--- src/rtl/axi_lite_slave_regs.sv ---
// rtl/axi_lite_slave_regs.sv - AXI4-Lite responder with a bank of byte-writable 32-bit registers
module axi_lite_slave_regs #(
    parameter int NUM_REGS = 8,
    parameter int ADDR_W   = 32
) (
    input  logic              aclk,
    input  logic              areset_n,
    input  logic [ADDR_W-1:0] AWADDR,
    input  logic              AWVALID,
    output logic              AWREADY,
    input  logic [31:0]       WDATA,
    input  logic [3:0]        WSTRB,
    input  logic              WVALID,
    output logic              WREADY,
    output logic [1:0]        BRESP,
    output logic              BVALID,
    input  logic              BREADY,
    input  logic [ADDR_W-1:0] ARADDR,
    input  logic              ARVALID,
    output logic              ARREADY,
    output logic [31:0]       RDATA,
    output logic [1:0]        RRESP,
    output logic              RVALID,
    input  logic              RREADY,
    output logic [31:0]       reg0_out
);

    localparam int                IDX_W     = (NUM_REGS > 1) ? $clog2(NUM_REGS) : 1;
    localparam logic [ADDR_W-1:0] RANGE_END = ADDR_W'(NUM_REGS * 4);
    localparam logic [1:0]        RESP_OKAY = 2'b00;
    localparam logic [1:0]        RESP_SLV  = 2'b10;

    typedef enum logic {W_IDLE, W_RESP} w_state_t;
    typedef enum logic {R_IDLE, R_RESP} r_state_t;

    w_state_t w_state_q, w_state_d;
    r_state_t r_state_q, r_state_d;

    logic [31:0]       regs [NUM_REGS];
    logic              ready_en;
    logic              aw_held, w_held;
    logic [ADDR_W-1:0] aw_addr_q;
    logic [31:0]       w_data_q;
    logic [3:0]        w_strb_q;
    logic [1:0]        bresp_q, rresp_q;
    logic [31:0]       rdata_q;

    logic              aw_take, w_take, ar_take, commit;
    logic [ADDR_W-1:0] cmt_addr;
    logic [31:0]       cmt_data;
    logic [3:0]        cmt_strb;
    logic              wr_in_range, rd_in_range;
    logic [IDX_W-1:0]  wr_idx, rd_idx;

    // Held address/data take precedence; otherwise the live bus is committed directly.
    assign cmt_addr    = aw_held ? aw_addr_q : AWADDR;
    assign cmt_data    = w_held ? w_data_q : WDATA;
    assign cmt_strb    = w_held ? w_strb_q : WSTRB;
    assign wr_in_range = cmt_addr < RANGE_END;
    assign wr_idx      = cmt_addr[2 +: IDX_W];
    assign rd_in_range = ARADDR < RANGE_END;
    assign rd_idx      = ARADDR[2 +: IDX_W];

    always_ff @(posedge aclk) begin
        if (!areset_n) begin
            w_state_q <= W_IDLE;
            r_state_q <= R_IDLE;
        end else begin
            w_state_q <= w_state_d;
            r_state_q <= r_state_d;
        end
    end

    always_comb begin
        w_state_d = w_state_q;
        AWREADY   = 1'b0;
        WREADY    = 1'b0;
        BVALID    = 1'b0;
        aw_take   = 1'b0;
        w_take    = 1'b0;
        commit    = 1'b0;
        case (w_state_q)
            W_IDLE: begin
                AWREADY = ready_en && !aw_held;
                WREADY  = ready_en && !w_held;
                aw_take = AWVALID && ready_en && !aw_held;
                w_take  = WVALID && ready_en && !w_held;
                if ((aw_held || aw_take) && (w_held || w_take)) begin
                    commit    = 1'b1;
                    w_state_d = W_RESP;
                end
            end
            W_RESP: begin
                BVALID = 1'b1;
                if (BREADY) w_state_d = W_IDLE;
            end
            default: w_state_d = W_IDLE;
        endcase
    end

    always_comb begin
        r_state_d = r_state_q;
        ARREADY   = 1'b0;
        RVALID    = 1'b0;
        ar_take   = 1'b0;
        case (r_state_q)
            R_IDLE: begin
                ARREADY = ready_en;
                ar_take = ARVALID && ready_en;
                if (ar_take) r_state_d = R_RESP;
            end
            R_RESP: begin
                RVALID = 1'b1;
                if (RREADY) r_state_d = R_IDLE;
            end
            default: r_state_d = R_IDLE;
        endcase
    end

    always_ff @(posedge aclk) begin
        if (!areset_n) begin
            ready_en  <= 1'b0;
            aw_held   <= 1'b0;
            w_held    <= 1'b0;
            aw_addr_q <= '0;
            w_data_q  <= '0;
            w_strb_q  <= '0;
            bresp_q   <= RESP_OKAY;
            rresp_q   <= RESP_OKAY;
            rdata_q   <= '0;
            for (int i = 0; i < NUM_REGS; i++) regs[i] <= '0;
        end else begin
            ready_en <= 1'b1;
            if (commit) begin
                aw_held <= 1'b0;
                w_held  <= 1'b0;
                bresp_q <= wr_in_range ? RESP_OKAY : RESP_SLV;
                if (wr_in_range) begin
                    for (int b = 0; b < 4; b++) begin
                        if (cmt_strb[b]) regs[wr_idx][8*b +: 8] <= cmt_data[8*b +: 8];
                    end
                end
            end else begin
                if (aw_take) begin
                    aw_held   <= 1'b1;
                    aw_addr_q <= AWADDR;
                end
                if (w_take) begin
                    w_held   <= 1'b1;
                    w_data_q <= WDATA;
                    w_strb_q <= WSTRB;
                end
            end
            // Register array is sampled before this edge's commit, so a racing read sees the old value.
            if (ar_take) begin
                rdata_q <= rd_in_range ? regs[rd_idx] : 32'h0;
                rresp_q <= rd_in_range ? RESP_OKAY : RESP_SLV;
            end
        end
    end

    assign BRESP    = bresp_q;
    assign RRESP    = rresp_q;
    assign RDATA    = rdata_q;
    assign reg0_out = regs[0];

endmodule

--- config.mk ---
export PLATFORM = sky130hd
export DESIGN_NAME = axi_lite_slave_regs
export DESIGN_NICKNAME = d
export VERILOG_FILES = /design/src/rtl/axi_lite_slave_regs.sv
export SDC_FILE = /design/constraint.sdc
export NUM_CORES = 1
export LEC_CHECK = 0
export ABC_AREA = 1
export CAP_MARGIN = 30
export CORE_ASPECT_RATIO = 1.25
export CORE_UTILIZATION = 52
export DETAILED_ROUTE_END_ITERATION = 7
export GPL_TIMING_DRIVEN = 1
export PLACE_DENSITY = 0.77
export RECOVER_POWER = 100
export SETUP_SLACK_MARGIN = 0.15
export SLEW_MARGIN = 30
export SYNTH_ARGS = -nofsm -noshare
export SYNTH_HDL_FRONTEND = slang
export SYNTH_SLANG_ARGS = --single-unit
--- constraint.sdc ---
create_clock -name aclk -period 2.1 [get_ports aclk]
set_input_delay 0.42 -clock aclk [delete_from_list [all_inputs] [get_ports aclk]]
set_output_delay 0.42 -clock aclk [all_outputs]
set_load 0.01 [all_outputs]
==> flow_summary.yaml, run 1 <==
detailed_routing:
  vias: 13660
  routedWlPerCell_um: 16.33
  drt_iter0_markers: 1147
  drtPass1Iterations: 6
  wl_met2_um: 20770
  ant_nets: 0
  vias_per_cell: 5.280
  wl_met3_um: 3977
  drc_errors: 0
  totalWireLength_um: 42270
  met1_length_um: 16340
  top_layer: "met4"
global_routing:
  grt_pass1_wl_um: 65710
  grt_pass1_vias: 13100
  grt.total_usage_pct: 25.18
  antenna_found_initial: 0
  grt_max_degree: 105
  grt_overflow: 0
floorplanning:
  io_pins: 180
  num_rows: 73
  start_util_pct: 53.10
  die_w_um: 163.6
  core_area_um2: 31970
  die-area_um2: 33380
  die_h_um: 204.0
critical_path:
  crit_buf_inv: 1
  worstRegToRegCells: 9
  cpPeakStageDelay_ps: 650
  cp-start-kind: "register"
  worstPathCellList: "dlygate4sd3_1"
  cp_max_fo: 2
  crit_path_end_kind: "primary output"
  crit_family: "buffers and inverters"
  worstPathRequired_ps: 1680
  regToRegSetupSlack_ps: 90
  r2r_start: "aw_held$_SDFFE_PP0P_"
  reg2reg_to: "regs[6][18]$_SDFFCE_PN0P_"
  crit_arrival_ps: 1600
  crit_type: "register to primary output"
  slowest_stage: "dlygate4sd3_1"
logic_synthesis:
  synth_commonest_cells: "nor2_1, nand2_1, edfxtp_1"
  yosys_warnings: 0
  netlist_top_cells_area: "edfxtp_1, dfxtp_1, nor2_1, nand2_1, nand3_1"
  synth.mux.area_fraction_pct: 2.123
  ys_ff_latch: 361
  netlist_area_um2: 16980
  synth_edf_count: 256
  async_reset_ff_share_pct: 0
  yosysMostFrequentCell: "nor2_1"
  synth_adder_area_share_pct: 0
  ys.flop_type: "edfxtp_1"
  yosysTopAreaCell: "edfxtp_1"
  seq_area_frac_synth_pct: 57.67
  synth_top_area_share_pct: 45.29
  synth-compound-area-share_pct: 3.457
  synth-simple-area-share_pct: 31.38
  syn_inst: 1875
  synth_top_family_by_area: "simple AND/OR/NAND/NOR gates"
  synth_xor_area_share_pct: 0
  synth_cell_types: 34
  syn_area_per_cell_um2: 9.053
clocking:
  clk_latency_ps: 530
  cts_tree: "done"
  cts_root_buffer: "clkbuf_16"
  cts_sinks: 361
  clockBufferDepth: 3
  ctsHtreeMaxLevel: 2
  numCtsBuffers: 35
  clkTransAtPathRegs_ps: 60
run:
  maxCapViolations: 0
timing:
  min_period_over_period_pct: 95.99
  setup_viol: 0
  hold_violations: 0
  drv_slew: 0
  max_freq_mhz: 496.1
  hold-worst-slack_ps: 444.7
  min_period_ps: 2016
  rsz0062_at_grt: "true"
  tightest_slew_ps: 706.0
  relSlewSlack_pct: 52.93
  fin_skew_ps: 16.56
final_layout:
  finalNetCount: 2257
  multi_input_area_um2: 6425
  areaGrowthSynthToFinish_pct: 28.27
  drive_gt1_share_pct: 15.17
  insertedDiodeCount: 0
  regArea_um2: 9798
  n_fill_cell: 2399
placement:
  numPortBuffers: 173
  place.gp.congestion: 0.8551
  dpl.hpwl_um: 29170
worst_hold_path:
  min_path_cells: 2
  hold_class: "primary input to register"
  hold_end: "ready_en$_DFF_P_"
  hold_start: "areset_n"
power:
  powerDensity_nw_per_um2: 758.8
  leakagePower_nw: 9.321
  ir_worst_vdd_v: 0.0006010
  total_power_mw: 16.52
run_status:
  status: "complete, no violations"
==> through the flow <==
step / worst slack (ps) / TNS, ps / cell area [um^2] / std cells / util (%)
after floorplan: 116.9 / 0 / 17010 / 1876 / -
after global placement: -304.8 / -83420 / 20490 / 2519 / 64.08
after detailed placement: -375.6 / -116830 / 20490 / 2519 / 64.08
after CTS: 86.29 / 0 / 21690 / 2582 / 67.86
after global routing: 6.209 / 0 / 21770 / 2588 / 68.11
final: 84.21 / 0 / 21770 / 2588 / 68.11
==> state kept, by name, summed over array words and instances (netlist names) <==
register and flops:
RDATA 32, RRESP 1, r_state_q 1, w_state_q 1, w_data_q 32, w_held 1, regs 256, w_strb_q 4
aw_addr_q 30, BRESP 1, aw_held 1, ready_en 1
==> cell usage in the layout (no fill, tap or decap), types with 39 or more instances in the layout <==
master,synthesis,routed
a21oi_1,39,39
buf_12,0,40
buf_4,2,69
clkbuf_16,0,39
clkdlybuf4s50_1,0,100
dfxtp_1,105,102
dlygate4sd3_1,0,65
edfxtp_1,256,256
inv_1,121,122
nand2_1,381,353
nand3_1,159,160
nor2_1,507,490
o21ai_0,68,68
==> how the worst max path moves through the flow <==
stage               cells past startpoint                       from                         to
detailed placement                      8                     WVALID  regs[3][27]$_SDFFCE_PN0P_
floorplan                               9       aw_held$_SDFFE_PP0P_  regs[5][10]$_SDFFCE_PN0P_
global placement                        8                     WVALID  regs[3][26]$_SDFFCE_PN0P_
global route                           11       aw_held$_SDFFE_PP0P_  regs[1][28]$_SDFFCE_PN0P_
finish                                  1  regs[0][28]$_SDFFCE_PN0P_               reg0_out[28]
CTS                                    10       aw_held$_SDFFE_PP0P_  regs[4][20]$_SDFFCE_PN0P_
==> repair_timing <==
| action | 4_1_cts | 5_1_grt |
|---|---|---|
| endpoints found under the setup margin | 229 | 467 |
| pin swaps | 0 | 19 |
| setup buffers | 0 | 4 |
| hold buffers | 0 | 0 |
| cloned | 0 | 2 |
| gates resized for setup | 12 | 91 |
==> cells by family (layout without fill, tap and decap cells) <==
group           count (synthesis)  in the layout
buf+inv                       220            520
flops                         361            361
mux                            36             36
simple gates                 1145           1145
other cells                     1              2
compound gates                112            112
==> report_power, final <==
part	switching [mW]	internal, mW	total, mW
sequential	0.116	7.88	8.00
clock	2.65	3.83	6.49
combinational	1.22	0.823	2.04
==> metal layers <==
metal / global-route usage [%] / vias to the layer above
met2: 42.81 / 610
met5: 0 / -
met4: 9.292 / 0
met3: 4.708 / 88
met1: 31.80 / 6306
li1: - / 6660
==> cell type report <==
cell class | instances | area share, %
multi-input combinational | 1295 | 29.51
timing repair buffer | 330 | 15.41
clock buffer | 44 | 4.511
clock inverter | 19 | 0.9941
sequential | 361 | 45.00
tap | 412 | 2.368
inverter | 127 | 2.212
(Power assumes the default switching activity.)
==> run 2, diff against run 1 <==
CTS_CLUSTER_SIZE = 16   (was default)
==> flow_summary.yaml, run 2 (synthesis results as in run 1) <==
run_status:
  status: "complete, no violations"
critical_path:
  cp_max_fo: 2
  worstPathCellList: "dlygate4sd3_1"
  crit_type: "register to primary output"
  crit_arrival_ps: 1600
  crit_buf_inv: 1
  slowest_stage: "dlygate4sd3_1"
  cpPeakStageDelay_ps: 650
  crit_family: "buffers and inverters"
  crit_path_end_kind: "primary output"
  cp-start-kind: "register"
  worstPathRequired_ps: 1680
floorplanning:
  die-area_um2: 33380
  num_rows: 73
  die_w_um: 163.6
  die_h_um: 204.0
  io_pins: 180
  core_area_um2: 31970
  start_util_pct: 53.10
final_layout:
  drive_gt1_share_pct: 15.17
  largest_reg_flops: 256
  final_cell_mix: "nor2_1, nand2_1, edfxtp_1, nand3_1, inv_1"
  areaGrowthSynthToFinish_pct: 28.27
  insertedDiodeCount: 0
  largest_register: "regs"
  finalNetCount: 2257
  layout_commonest_cell: "nor2_1"
clocking:
  clkTransAtPathRegs_ps: 60
  clockBufferDepth: 3
  cts_sinks: 361
  clk_latency_ps: 530
  numCtsBuffers: 35
  cts_tree: "done"
  ctsHtreeMaxLevel: 2
  cts_root_buffer: "clkbuf_16"
timing:
  min_period_ps: 2017
  hold_violations: 0
  tightest_slew_ps: 714.4
  setup-tns-final_ps: 0
  fin_skew_ps: 15.21
  drv_slew: 0
  rsz0062_at_grt: "true"
  max_freq_mhz: 495.7
  relSlewSlack_pct: 52.38
  setup_viol: 0
  min_period_over_period_pct: 96.07
detailed_routing:
  routedWlPerCell_um: 16.32
  totalWireLength_um: 42240
  drc_errors: 0
  drtPass1Iterations: 5
  ant_nets: 0
  drt_iter0_markers: 1207
  vias_per_cell: 5.302
  vias: 13720
placement:
  numPortBuffers: 173
  place.gp.congestion: 0.8551
  dpl.hpwl_um: 29170
power:
  ir_worst_vdd_v: 0.0006009
  powerDensity_nw_per_um2: 759.2
  leakagePower_nw: 9.321
  total_power_mw: 16.53
global_routing:
  grt_pass1_wl_um: 65710
  grt.total_usage_pct: 25.18
  grt_pass1_vias: 13100
  grt_overflow: 0
  antenna_found_initial: 0
  grt_max_degree: 105
worst_hold_path:
  hold_class: "primary input to register"
run:
  maxCapViolations: 0
==> run 2: final timing paths <==
kind	endpoint	slack, ps	startpoint	cells past startpoint
max	reg0_out[28]	80	regs[0][28]$_SDFFCE_PN0P_	1
max reg2reg	regs[6][18]$_SDFFCE_PN0P_	100	aw_held$_SDFFE_PP0P_	9
min reg2reg	aw_addr_q[14]$_SDFFE_PN0P_	450	aw_addr_q[14]$_SDFFE_PN0P_	2
min	ready_en$_DFF_P_	430	areset_n	2
==> run 2: area by class of cell <==
type	instances	area, um^2
flip-flops and latches	361	9798
repair buffers	330	3354
inverters	127	481.7
fillers	2399	10190
clock inverters	19	216.5
clock buffers	44	982.2
multi-input cells	1295	6425
well taps	412	515.5
==> run 2: per-stage QoR <==
stage	setup WS, ps	hold WS [ps]	utilization (%)	area, um^2	std cells
floorplan	116.9	429.2	-	17010	1876
global placement	-304.8	442.1	64.08	20490	2519
detailed placement	-375.6	447.7	64.08	20490	2519
CTS	86.29	380.1	67.86	21690	2582
global route	6.209	468.5	68.11	21770	2588
finish	82.63	431.9	68.11	21770	2588
==> run 2: power by group <==
| group | total [mW] | internal, mW | switching, mW |
|---|---|---|---|
| registers | 8.00 | 7.88 | 0.117 |
| clock network | 6.49 | 3.83 | 2.66 |
| logic | 2.04 | 0.823 | 1.22 |
==> run 2: per-layer routing <==
metal | up-vias | GRT usage [%] | wire length, um
met5 | - | 0 | 0
met4 | 0 | 9.292 | 1185
met3 | 96 | 4.708 | 3918
met2 | 612 | 42.81 | 20780
met1 | 6349 | 31.80 | 16350
li1 | 6665 | - | -
==> run 2: what timing repair did <==
action,CTS,global route
hold endpoints to repair,0,0
gates resized for setup,12,91
endpoints found under the setup margin,229,467
pin swaps,0,19
setup buffers,0,4
hold buffers,0,0
gates cloned,0,2
==> RTL edit 1: new RTL, config.mk and constraints of run 1 <==
Reset style: asynchronous (`areset_n`), changed in 2 clocked blocks.
--- a/src/rtl/axi_lite_slave_regs.sv
+++ b/src/rtl/axi_lite_slave_regs.sv
@@ -61,7 +61,7 @@
     assign rd_in_range = ARADDR < RANGE_END;
     assign rd_idx      = ARADDR[2 +: IDX_W];
 
-    always_ff @(posedge aclk) begin
+    always_ff @(posedge aclk or negedge areset_n) begin
         if (!areset_n) begin
             w_state_q <= W_IDLE;
             r_state_q <= R_IDLE;
@@ -117,7 +117,7 @@
         endcase
     end
 
-    always_ff @(posedge aclk) begin
+    always_ff @(posedge aclk or negedge areset_n) begin
         if (!areset_n) begin
             ready_en  <= 1'b0;
             aw_held   <= 1'b0;
Formal check against the unedited RTL: differs if areset_n is asserted again (counterexample within 4 cycles, from zero or initial values and one cycle with areset_n low); with areset_n held inactive, the same outputs for 4 cycles.
==> RTL edit 1 against run 1 <==
- routed wire length is 40% higher
- non-clock buffer count is 26 higher
- final cell count is 16% higher
- synthesized area is 9.3% higher
- count of clock-buffer cells in the layout is 6 higher
- hold slack worse by 63 ps
- die area is 9.2% higher
- sequential cell count stayed put
- worst setup slack worse by 6.7 ps
- first-iteration DRC count is 83% higher
- cell area is 9.0% higher
- via count is 33% higher
- largest cell class unchanged
Power is not compared: it rests on default switching activity, and its combinational part moved more than twofold at a synthesized area within 25%.
==> RTL edit 1: results (changes against run 1) <==
stage,metric,value,unit,change
logic_synthesis,synth.area.mux_share,0,%,-2.1 points
critical_path,worstPathArrival,2460,ps,+860 ps
placed_design,placed_cell_area,21100,µm²,+3.0%
cells_and_area,largest_reg_flops,224,,-13%
logic_synthesis,synth.avg_cell_area,8.075,µm²,-11%
critical_path,reg2reg_depth,8,,-1
logic_synthesis,netlist_top_cells_count,"916 x nand2_1, 361 x dfrtp_1, 259 x nand4_1",,
logic_synthesis,synth_edf_count,0,,-100%
status,outcome,finished clean,,
clocking,clkSlewWorstSetupHoldPaths,60,ps,about the same
pwr,p_leak,12.10,nW,
placed_design,dp_cells,2861,,+14%
logic_synthesis,ys_warn_count,0,,unchanged
placed_design,gp_congestion,0.8908,,+4.2%
clocking,numCtsBuffers,38,,+8.6%
clocking,cts.sinks,361,,unchanged
clocking,clock_latency,550,ps,+20 ps
clocking,root_buffer,clkbuf_16,,
critical_path,crit_fanout,72,,+70
cells_and_area,fill_cells,2660,,+11%
drt,routed_wl,59.01,mm,+40%
cells_and_area,final_cells,2998,,+16%
cells_and_area,final-nonclk-buf-share,17.68,%,+2.3 points
critical_path,crit_end,w_data_q[26],,
sta,worstMarginPinSlew,986.7,ps,+280.7 ps
drt,drt_iter0_drc,2103,,+83%
cells_and_area,clockNetworkAreaShare,5.139,%,-0.37 points
logic_synthesis,synth_area_leaders,"dfrtp_1 49%, nand2_1 19%, nand4_1 8.7%",,
cells_and_area,drive_gt1_share,15.25,%,+0.088 points
placed_design,pre_cts_ws,-314.8,ps,+60.78 ps
placed_design,place_hpwl,34.08,mm,+17%
logic_synthesis,synth.distinct_cells,34,,unchanged
cells_and_area,final_util,67.32,%,-0.79 points
cells_and_area,seq_share,38.07,%,-6.9 points
grt,grtUsageTotal,29.91,%,+4.7 points
critical_path,startpoint,aw_held,,
worst_hold_path,min_path_type,primary input to asynchronous set/reset pin,,
sta,setup_ws,77.55,ps,-6.662 ps
grt,grt_pass1_wl,86.35,mm,+31%
floorplanning,rows,77,,+5.5%
grt,grt_max_degree,73,,-30%
sta,finClkSkew,27.42,ps,+10.86 ps
clocking,clockBufferDepth,3,,unchanged
cells_and_area,nNonClkBuffers,356,,+7.9%
logic_synthesis,ys_seq_area_share,48.70,%,-9.0 points
cells_and_area,fin_nets,2606,,+15%
grt,grt_pass1_vias,16990,,+30%
cells_and_area,multi_input_area_share,35.56,%,+6.0 points
logic_synthesis,synth_compound_area_share,7.454,%,+4.0 points
logic_synthesis,synthArstFlopShare,100.0,%,+100 points
logic_synthesis,synth_xor_area_share,0,%,unchanged
cells_and_area,multi_input_gates,1679,,+30%
drt,via_per_inst,6.068,,+15%
cells_and_area,nClkBuffers,50,,+14%
cells_and_area,inverters,63,,-50%
==> RTL edit 1: cell count changes after synthesis, moves of 105 or more <==
cell,before,now
edfxtp_1,256,0
dfxtp_1,105,0
nand4_1,0,259
nand2_1,381,916
nand3_1,159,36
nor2_1,507,156
dfrtp_1,0,361
==> RTL edit 1: kinds of logic after synthesis <==
group / Yosys count
DFF: 361
buffers and inverters: 258
other: 2
and+or+nand+nor: 1427
AOI/OAI and AO/OA: 249
==> RTL edit 1: report_power, final <==
| group | leakage (nW) | internal (mW) | total [mW] | switching [mW] |
|---|---|---|---|---|
| Clock | 0.600 | 3.92 | 6.78 | 2.86 |
| Sequential | 4.91 | 7.60 | 7.89 | 0.298 |
| Combinational | 6.58 | 2.34 | 7.53 | 5.20 |
| Total | 12.1 | 13.9 | 22.2 | 8.36 |
==> RTL edit 1: per-stage QoR <==
stage | hold slack, ps | total power, mW
after CTS | 417.9 | 21.48
after global placement | 386.3 | 14.38
after global routing | 422.6 | 23.06
after detailed placement | 388.8 | 14.54
final | 381.7 | 22.21
after floorplan | 124.4 | 12.07
==> RTL edit 1: timing repair <==
item	CTS	global route
pin swaps	18	55
setup buffers	14	22
endpoints found under the setup margin	260	268
hold buffers	1	0
hold endpoints to repair	44	0
resized for setup	31	106
gates cloned	1	34
==> RTL edit 1: metal layers <==
layer,vias up,global-route usage (%),share of wire [%]
li1,8067,-,-
met1,8722,37.43,37
met2,1170,50.32,48
met3,233,4.615,9.8
met4,0,14.93,4.9
met5,-,0,0
==> RTL edit 1: worst max-delay path: stages, from the launching register on <==
cell and delay, ps:
dfrtp_2 430, buf_8 150, inv_8 90, nand2_2 80, clkbuf_1 120, nor4_1 300
buf_6 470, nand2_1 130, o21ai_0 120
==> RTL edit 2: new RTL, settings of run 1 <==
Made on the original files. Set the parameter `ADDR_W` to 16 (it was 32).
--- a/src/rtl/axi_lite_slave_regs.sv
+++ b/src/rtl/axi_lite_slave_regs.sv
@@ -1,7 +1,7 @@
 // rtl/axi_lite_slave_regs.sv - AXI4-Lite responder with a bank of byte-writable 32-bit registers
 module axi_lite_slave_regs #(
     parameter int NUM_REGS = 8,
-    parameter int ADDR_W   = 32
+    parameter int ADDR_W   = 16
 ) (
     input  logic              aclk,
     input  logic              areset_n,
Interface: changed (resized ARADDR and AWADDR); port bits go from 180 to 148. No check against the original RTL was run, so the function may have changed too.
==> RTL edit 2 against run 1 <==
- register-to-register slack improved by 40 ps
- total power decreased by 6.4%
- combinational power decreased by 13%
- die area decreased by 8.8%
- synthesized cell count decreased by 5.7%
- final cell count decreased by 6.5%
- non-clock buffer count decreased by 44
- sequential cell count decreased by 16
- routed wire length decreased by 6.4%
- worst setup slack improved by 30 ps
- synthesized area decreased by 8.9%
- cell area decreased by 11%
- core utilization decreased by 2.1 points
- highest routed layer unchanged
==> RTL edit 2: results (changes against run 1) <==
stage,metric,value,unit,change
critical_path,cp_slowest_stage_delay,640,ps,
logic_synthesis,ys_warn_count,0,,unchanged
drt,drt_pass1_iterations,8,,+2
drt,routed_wl,39.56,mm,-6.4%
logic_synthesis,synth.distinct_cells,27,,-21%
placed_design,pre_cts_ws,-289.7,ps,+85.85 ps
grt,grt_pass1_vias,12500,,-4.6%
sta,finClkSkew,8.576,ps,-7.988 ps
critical_path,worst_path_max_delay_cell,dlygate4sd3_1,,
logic_synthesis,ys_seq_area_share,61.21,%,+3.5 points
placed_design,place_hpwl,26.36,mm,-9.6%
logic_synthesis,yosys_most_used_dff,edfxtp_1,,
clocking,htreeDepth,2,,unchanged
drt,wl_met1,15.27,mm,-6.6%
drt,routed.top_layer,met4,,
logic_synthesis,synth_edf_count,256,,unchanged
drt,met3_length,2.483,mm,-38%
cells_and_area,fill_cells,2325,,-3.1%
grt,grt_max_degree,129,,+23%
pwr,irDropWorstVdd,514.8,µV,-14%
clocking,numCtsBuffers,34,,-2.9%
cells_and_area,fin_nets,2075,,-8.1%
drt,route.met2.wl,20.44,mm,-1.6%
pwr,switching_share,23.90,%,-0.22 points
drt,vias,12800,,-6.3%
logic_synthesis,synthArstFlopShare,0,%,unchanged
clocking,root_buffer,clkbuf_16,,
placed_design,gp_congestion,0.8241,,-3.6%
pwr,p_leak,8.207,nW,-12%
placed_design,port_buffers,141,,-18%
clocking,clkSlewWorstSetupHoldPaths,60,ps,about the same
critical_path,cpLargestDelayFamily,buffers and inverters,,
grt,grtUsageTotal,26.45,%,+1.3 points
sta,hold_viol,0,,unchanged
cells_and_area,diodes,0,,unchanged
critical_path,worstPathArrival,1570,ps,-30 ps
status,outcome,finished clean,,
drt,drt_iter0_drc,1050,,-8.5%
critical_path,crit_fanout,4,,+2
cells_and_area,drive_gt1_share,10.12,%,-5.0 points
logic_synthesis,synth_area_leaders,"edfxtp_1 50%, nand2_1 14%, dfxtp_1 12%",,
cells_and_area,top_register,regs,,
logic_synthesis,netlist_top_cells_count,"583 x nand2_1, 375 x nor2_1, 256 x edfxtp_1",,
grt,grt_pass1_wl,62.35,mm,-5.1%
sta,relSlewSlack,55.75,%,+2.8 points
cells_and_area,largest_reg_flops,256,,unchanged
grt,antenna_found_initial,0,,unchanged
worst_hold_path,min_path_type,primary input to flop,,
-- RTL edit 2: cell count changes after synthesis, sizes merged, moves of 20 or more --
cell    before  now
or2         21    0
buf         31   51
clkbuf      62   40
nor2       521  386
nand4       33    0
inv        125   66
nand2      382  584
nand3      160  196
mux2i       36    0
-- RTL edit 2: final cells by class --
cell class / count / area, µm² / area share [%]
well taps: 396 / 495.5 / 2.565
repair buffers: 286 / 2734 / 14.15
clock buffers: 50 / 1036 / 5.364
flip-flops and latches: 345 / 9472 / 49.04
clock inverters: 11 / 81.33 / 0.4211
inverters: 67 / 255.2 / 1.321
multi-input cells: 1266 / 5241 / 27.14
-- RTL edit 2: kinds of logic after synthesis --
group / count (synthesis) / share of synthesized area, %
compound gates: 91 / 3.009
buf+inv: 158 / 4.230
flops: 345 / 61.21
other cells: 1 / 0.02424
simple gates: 1173 / 31.53
-- RTL edit 2: timing repair --
| item | CTS | global route |
|---|---|---|
| setup buffers | 1 | 0 |
| endpoints found under the setup margin | 5 | 72 |
| resized for setup | 6 | 5 |
| hold endpoints to repair | 0 | 0 |
-- RTL edit 2: routing by layer --
layer | vias to the layer above | GRT usage [%]
met5 | - | 0
met4 | 0 | 11.58
met3 | 96 | 3.969
met2 | 519 | 47.14
met1 | 5960 | 31.36
li1 | 6222 | -
-- RTL edit 2: final timing paths --
check | startpoint | cells after the start | slack (ps) | end
hold reg to reg | RDATA[10] | 2 | 460 | RDATA[10]
setup reg to reg | w_held | 9 | 130 | regs[2][20]
setup / recovery | r_state_q | 1 | 110 | RVALID
hold / removal | areset_n | 2 | 380 | ready_en
-- RTL edit 2: stage by stage --
| step | hold WS (ps) | cells | area [µm²] |
|---|---|---|---|
| 6_report | 376.2 | 2421 | 19310 |
| 5_1_grt | 384.3 | 2421 | 19310 |
| 4_1_cts | 359.4 | 2421 | 19680 |
| 3_5_place_dp | 453.5 | 2359 | 18560 |
| 3_3_place_gp | 452.5 | 2359 | 18560 |
| 2_1_floorplan | 447.7 | 1769 | 15470 |
-- RTL edit 2: power by group through the flow --
stage / clock (mW) / sequential, mW / combinational, mW
6_report: 6.05 / 7.65 / 1.78
5_1_grt: 6.35 / 7.67 / 1.94
4_1_cts: 6.08 / 7.64 / 1.84
3_5_place_dp: 0 / 7.79 / 1.82
3_3_place_gp: 0 / 7.77 / 1.79
2_1_floorplan: 0 / 7.77 / 0.930
